## src/rtl/shared_reg_arbiter_pkg.sv

```systemverilog
// Shared types and helpers for the round-robin shared-register arbiter.
package shared_reg_arbiter_pkg;

  typedef enum logic {
    IDLE = 1'b0,
    BUSY = 1'b1
  } state_t;

  localparam int MAX_REQ = 8;

  // Index width for n requesters; never narrower than one bit.
  function automatic int id_w(input int n);
    return (n <= 2) ? 1 : $clog2(n);
  endfunction

  function automatic logic [2:0] onehot_to_idx(input logic [MAX_REQ-1:0] oh);
    logic [2:0] idx;
    idx = '0;
    for (int i = 0; i < MAX_REQ; i++) begin
      if (oh[i]) idx = idx | 3'(i);
    end
    return idx;
  endfunction

endpackage

```

## src/rtl/shared_reg_arbiter_if.sv

```systemverilog
// Requester-side bus of the shared register arbiter.
interface shared_reg_arbiter_if
  import shared_reg_arbiter_pkg::*;
#(
  parameter int N_REQ = 4,
  parameter int WIDTH = 8
);
  localparam int ID_W = id_w(N_REQ);

  logic [N_REQ-1:0]       req;
  logic [N_REQ-1:0]       lock;
  logic [N_REQ*WIDTH-1:0] wr_data;
  logic [N_REQ-1:0]       grant;
  logic [ID_W-1:0]        owner_id;
  logic                   busy;
  logic [WIDTH-1:0]       q;
  logic                   wr_strobe;

  modport master (
    output req, lock, wr_data,
    input  grant, owner_id, busy, q, wr_strobe
  );

  modport slave (
    input  req, lock, wr_data,
    output grant, owner_id, busy, q, wr_strobe
  );

endinterface

```

## src/rtl/shared_reg_arbiter_picker.sv

```systemverilog
// Combinational round-robin picker: first set req bit at or after start, wrapping.
module rr_priority_picker
  import shared_reg_arbiter_pkg::*;
#(
  parameter int N_REQ = 4,
  parameter int ID_W  = id_w(N_REQ)
) (
  input  logic [N_REQ-1:0] req,
  input  logic [ID_W-1:0]  start,
  output logic             found,
  output logic [ID_W-1:0]  winner
);

  logic [2*N_REQ-1:0] rotated;
  int                 w;

  // Doubling the vector turns the circular scan into a plain shift.
  assign rotated = {req, req} >> start;

  always_comb begin
    found  = 1'b0;
    winner = '0;
    w      = 0;
    for (int i = 0; i < N_REQ; i++) begin
      if (!found && rotated[i]) begin
        found = 1'b1;
        w     = int'(start) + i;
        if (w >= N_REQ) w = w - N_REQ;
        winner = ID_W'(w);
      end
    end
  end

endmodule

```

## src/rtl/shared_reg_arbiter.sv

```systemverilog
// Round-robin arbiter sharing one WIDTH-bit register among N_REQ requesters.
module shared_reg_arbiter
  import shared_reg_arbiter_pkg::*;
#(
  parameter int N_REQ    = 4,
  parameter int WIDTH    = 8,
  parameter int MAX_HOLD = 4
) (
  input logic                 clk,
  input logic                 reset,
  shared_reg_arbiter_if.slave bus
);

  localparam int ID_W = id_w(N_REQ);
  localparam int HC_W = (MAX_HOLD < 2) ? 1 : $clog2(MAX_HOLD);

  state_t             state;
  logic [N_REQ-1:0]   grant_r;
  logic [ID_W-1:0]    owner_r;
  logic [ID_W-1:0]    ptr;
  logic [HC_W-1:0]    hold_cnt;
  logic               busy_r;
  logic               wr_strobe_r;
  logic [WIDTH-1:0]   q_r;

  logic [ID_W-1:0]    o;
  logic [ID_W-1:0]    nxt_ptr;
  logic [ID_W-1:0]    pick_start;
  logic               found;
  logic [ID_W-1:0]    winner;
  logic               owner_req;
  logic               owner_lock;
  logic               release_now;
  logic               wr_en;
  logic [WIDTH-1:0]   owner_data;

  assign o          = ID_W'(onehot_to_idx(MAX_REQ'(grant_r)));
  assign nxt_ptr    = (o == ID_W'(N_REQ - 1)) ? '0 : o + ID_W'(1);
  // Release-time arbitration starts just past the owner, giving it lowest priority.
  assign pick_start = (state == IDLE) ? ptr : nxt_ptr;

  assign owner_req   = bus.req[o];
  assign owner_lock  = bus.lock[o];
  assign release_now = !owner_req || !owner_lock || (hold_cnt == HC_W'(MAX_HOLD - 1));
  assign wr_en       = (state == BUSY) && owner_req;
  assign owner_data  = bus.wr_data[int'(o)*WIDTH +: WIDTH];

  rr_priority_picker #(
    .N_REQ (N_REQ),
    .ID_W  (ID_W)
  ) u_picker (
    .req    (bus.req),
    .start  (pick_start),
    .found  (found),
    .winner (winner)
  );

  always_ff @(posedge clk) begin
    if (!reset) begin
      state       <= IDLE;
      grant_r     <= '0;
      owner_r     <= '0;
      busy_r      <= 1'b0;
      wr_strobe_r <= 1'b0;
      ptr         <= '0;
      hold_cnt    <= '0;
    end else begin
      case (state)
        IDLE: begin
          wr_strobe_r <= 1'b0;
          if (found) begin
            state    <= BUSY;
            grant_r  <= {{(N_REQ-1){1'b0}}, 1'b1} << winner;
            owner_r  <= winner;
            busy_r   <= 1'b1;
            hold_cnt <= '0;
          end
        end
        BUSY: begin
          wr_strobe_r <= owner_req;
          if (release_now) begin
            ptr <= nxt_ptr;
            if (found) begin
              grant_r  <= {{(N_REQ-1){1'b0}}, 1'b1} << winner;
              owner_r  <= winner;
              hold_cnt <= '0;
            end else begin
              state    <= IDLE;
              grant_r  <= '0;
              owner_r  <= '0;
              busy_r   <= 1'b0;
              hold_cnt <= '0;
            end
          end else begin
            hold_cnt <= hold_cnt + HC_W'(1);
          end
        end
        default: begin
          state   <= IDLE;
          grant_r <= '0;
          owner_r <= '0;
          busy_r  <= 1'b0;
        end
      endcase
    end
  end

  // The shared storage register; reset clears it, which also drops any in-flight write.
  always_ff @(posedge clk) begin
    if (!reset) begin
      q_r <= '0;
    end else if (wr_en) begin
      q_r <= owner_data;
    end
  end

  assign bus.grant     = grant_r;
  assign bus.owner_id  = owner_r;
  assign bus.busy      = busy_r;
  assign bus.q         = q_r;
  assign bus.wr_strobe = wr_strobe_r;

endmodule

```

## src/flat_wrapper.sv

```systemverilog
// flat-port wrapper written by rule: the top's interface ports become plain ports
module shared_reg_arbiter_flat import shared_reg_arbiter_pkg::*;
#(
  parameter int N_REQ    = 4,
  parameter int WIDTH    = 8,
  parameter int MAX_HOLD = 4
)
  (clk, reset, bus_req, bus_lock, bus_wr_data, bus_grant, bus_owner_id, bus_busy, bus_q, bus_wr_strobe);
  shared_reg_arbiter_if #(.N_REQ(N_REQ), .WIDTH(WIDTH)) bus_i ();
  input logic clk;
  input logic reset;
  input wire logic [$bits(bus_i.req)-1:0] bus_req;
  input wire logic [$bits(bus_i.lock)-1:0] bus_lock;
  input wire logic [$bits(bus_i.wr_data)-1:0] bus_wr_data;
  output wire logic [$bits(bus_i.grant)-1:0] bus_grant;
  output wire logic [$bits(bus_i.owner_id)-1:0] bus_owner_id;
  output wire logic [$bits(bus_i.busy)-1:0] bus_busy;
  output wire logic [$bits(bus_i.q)-1:0] bus_q;
  output wire logic [$bits(bus_i.wr_strobe)-1:0] bus_wr_strobe;
  assign bus_i.req = bus_req;
  assign bus_i.lock = bus_lock;
  assign bus_i.wr_data = bus_wr_data;
  assign bus_grant = bus_i.grant;
  assign bus_owner_id = bus_i.owner_id;
  assign bus_busy = bus_i.busy;
  assign bus_q = bus_i.q;
  assign bus_wr_strobe = bus_i.wr_strobe;
  shared_reg_arbiter #(.N_REQ(N_REQ), .WIDTH(WIDTH), .MAX_HOLD(MAX_HOLD)) u_core (.clk(clk), .reset(reset), .bus(bus_i));
endmodule
```

## config.mk

```make
export PLATFORM = sky130hd
export DESIGN_NAME = shared_reg_arbiter_flat
export DESIGN_NICKNAME = d
export VERILOG_FILES = /design/src/rtl/shared_reg_arbiter_pkg.sv /design/src/rtl/shared_reg_arbiter_if.sv /design/src/rtl/shared_reg_arbiter_picker.sv /design/src/rtl/shared_reg_arbiter.sv /design/src/flat_wrapper.sv
export SDC_FILE = /design/constraint.sdc
export NUM_CORES = 1
export LEC_CHECK = 0
export CORE_MARGIN = 1
export CORE_UTILIZATION = 44
export DETAILED_ROUTE_END_ITERATION = 12
export PLACE_DENSITY = 0.91
export SLEW_MARGIN = 15
export SYNTH_ARGS = -nofsm -noshare
export SYNTH_HDL_FRONTEND = slang
export SYNTH_SLANG_ARGS = --single-unit
```

## constraint.sdc

```tcl
create_clock -name clk -period 2.4 [get_ports clk]
set_input_delay 0.48 -clock clk [delete_from_list [all_inputs] [get_ports clk]]
set_output_delay 0.48 -clock clk [all_outputs]
set_load 0.01 [all_outputs]
```

==> out/results.tsv <==
metric	value	unit
cts_buffers	3	
yosys_warnings	0	
grt_max_degree	19	
cts_tree	built	
status	finished, final reports clean	
fmax	0.446	GHz
vias	1556	
wire_per_inst	16.3	um
postCtsSetupBuffers	0	
synth.net_count	208	
holdBufCountCts	0	
first_global_vias	1459	
mostFrequentLayoutCell	clkdlybuf4s50_1	
grt_use_met2	39.9	%
final.fill_count	266	
gr-usage-all-layers	24.3	%
dp.final_hpwl	3.37	mm
port_buffers	57	
worstMarginPinSlew	0.698	ns
syn_to_final_growth	41.0	%
final_nets	268	
rsz0062_at_grt	false	
critical_path.cell_chain	clkdlybuf4s50_1	
setup_viol	0	
tns	0	ns
core_area	0.00318	sq mm
cp_slowest_cell	dfxtp_1	
grt_overflow_total	0	
dieArea	0.00370	sq mm
met1_usage	31.0	%
critPathMaxStageDelay	0.79	ns
dpl-instance-area	0.00212	sq mm
routed_via_density	5.81	
drive_gt1_share	21.4	%
synth.distinct_cells	53	
wl	4.38	mm
power.density	477	mW/mm^2
max-clock-path-buffers	2	
path_delay_family	flip-flops	
p_leak	0.781	nW
holdWs	0.458	ns
ys.flop_type	dfxtp_1	
netlist_instances	165	
ir_drop	0.320	mV
min_period	2.24	ns
cp.required	1.92	ns
synth_enable_flop_cells	0	
drv_slew	0	
drtIter0Drc	100	
seq_area_frac_synth	27.6	%
root_buffer	clkbuf_4	
final_area	0.00215	sq mm
hold_viol_final	0	
min-delay-path-class	reg -> reg	
path_max_fanout	15	
grt_first_pass_wirelength	6.64	mm
post_cts_resized	0	
first_pass_iters	4	
cap_violations	0	
die_h	60.8	um
top_usage_layer	met2	
place_inst	264	
start_kind	flip-flop	
yosys_register_bits	21	
cp-end-kind	output port	
cts_num_sinks	21	
die_x	60.8	um
row_count	20	
drc	0	
syn_area	0.00152	sq mm
crit_buf_inv	1	
fin_crit_sh	93.3	%
critPathArrivalTime	1.76	ns
antenna_left	0	
antenna_found_initial	0	
finalNonFillerCells	268	
initial_utilization	47.9	%
cts.htree.levels	1	
gr-usage-met3	3.41	%
avgSynthCellArea	9.22	sq um
path_class	reg -> out	
async_flop_share	0	%
place_congestion	0.968	
final_cell_mix	clkdlybuf4s50_1, dfxtp_1, nand2_1	
fin_worst_skew	0.00313	ns
total_power	1.02	mW
diodes	0	
clk_pin_slew	0.12	ns
slew_headroom	53.4	%
io_pins	58	
clkLatencyLatePin	0.30	ns
[final timing paths]
kind	from	endpoint	slack [ns]	cells after the start
hold reg to reg	u_core.bus.q[7]$_SDFFE_PN0P_	u_core.bus.q[7]$_SDFFE_PN0P_	0.46	2
setup / recovery	u_core.bus.grant[2]$_SDFFE_PN0P_	bus_grant[2]	0.16	1
setup reg to reg	u_core.bus.grant[2]$_SDFFE_PN0P_	u_core.bus.grant[0]$_SDFFE_PN0P_	0.29	5
hold / removal	u_core.bus.q[7]$_SDFFE_PN0P_	u_core.bus.q[7]$_SDFFE_PN0P_	0.46	2
[synth_stat cells, drive strengths merged, types with 3 or more instances]
| library cell | count | area [sq um] |
|---|---|---|
| dfxtp | 21 | 420 |
| nand2 | 16 | 60.1 |
| a21oi | 15 | 90.1 |
| buf | 10 | 93.8 |
| o22a | 10 | 87.6 |
| mux2 | 9 | 101 |
| nor2 | 9 | 33.8 |
| o221ai | 9 | 85.1 |
| o21ai | 6 | 33.8 |
| mux2i | 5 | 50.1 |
| clkbuf | 4 | 25.0 |
| inv | 4 | 15.0 |
| or3 | 4 | 27.5 |
| nand2b | 3 | 18.8 |
| o22ai | 3 | 25.0 |
| or3b | 3 | 28.8 |
[worst reg2reg max path, delay by kind of cell (launching register included)]
| kind | cells | cell delay [ns] |
|---|---|---|
| flops | 1 | 0.79 |
| xor+xnor | 1 | 0.23 |
| compound gates | 4 | 1.03 |
[registers in the layout, summed over array words and instances, names as in the netlist]
register and cells:
u_core.bus.busy 1, u_core.bus.grant 4, u_core.ptr 2, u_core.state 1, u_core.hold_cnt 2, u_core.bus.owner_id 2, u_core.bus.wr_strobe 1, u_core.bus.q 8
[report_power, final]
part,internal (mW),switching (mW)
Combinational,0.241,0.184
Clock,0.0621,0.108
Sequential,0.383,0.0454
Total,0.686,0.337
[layer usage]
metal	vias up	share of wire (%)
met1	726	42
li1	750	-
met3	11	7.0
met5	-	0
met2	69	48
met4	0	2.7
[metrics by stage]
stage | setup WS [ns] | utilization [%]
global route | 0.0783 | 67.5
detailed placement | 0.0797 | 66.7
global placement | 0.0994 | 66.7
finish | 0.160 | 67.5
CTS | 0.143 | 67.5
floorplan | 0.538 | -
[logic make-up after synthesis]
| family | count (synthesis) | synth area share (%) |
|---|---|---|
| AO/OA/AOI/OAI | 62 | 34.3 |
| XOR/XNOR | 1 | 1.07 |
| adder cells (fa/ha/maj) | 1 | 0.822 |
| buffers and inverters | 18 | 8.80 |
| flip-flops | 21 | 27.6 |
| multiplexers | 14 | 9.95 |
| AND/OR/NAND/NOR | 48 | 17.4 |
[cell type report]
cell class                      count  area (sq um)  area share [%]
Multi-Input combinational cell    126           967            45.1
Clock inverter                      1          5.00           0.233
Tap cell                           44          55.1            2.57
Clock buffer                        3          22.5            1.05
Sequential cell                    21           420            19.6
Inverter                            4          15.0           0.700
Timing Repair Buffer               69           661            30.8
No activity file was read; power rests on OpenSTA's default activity.
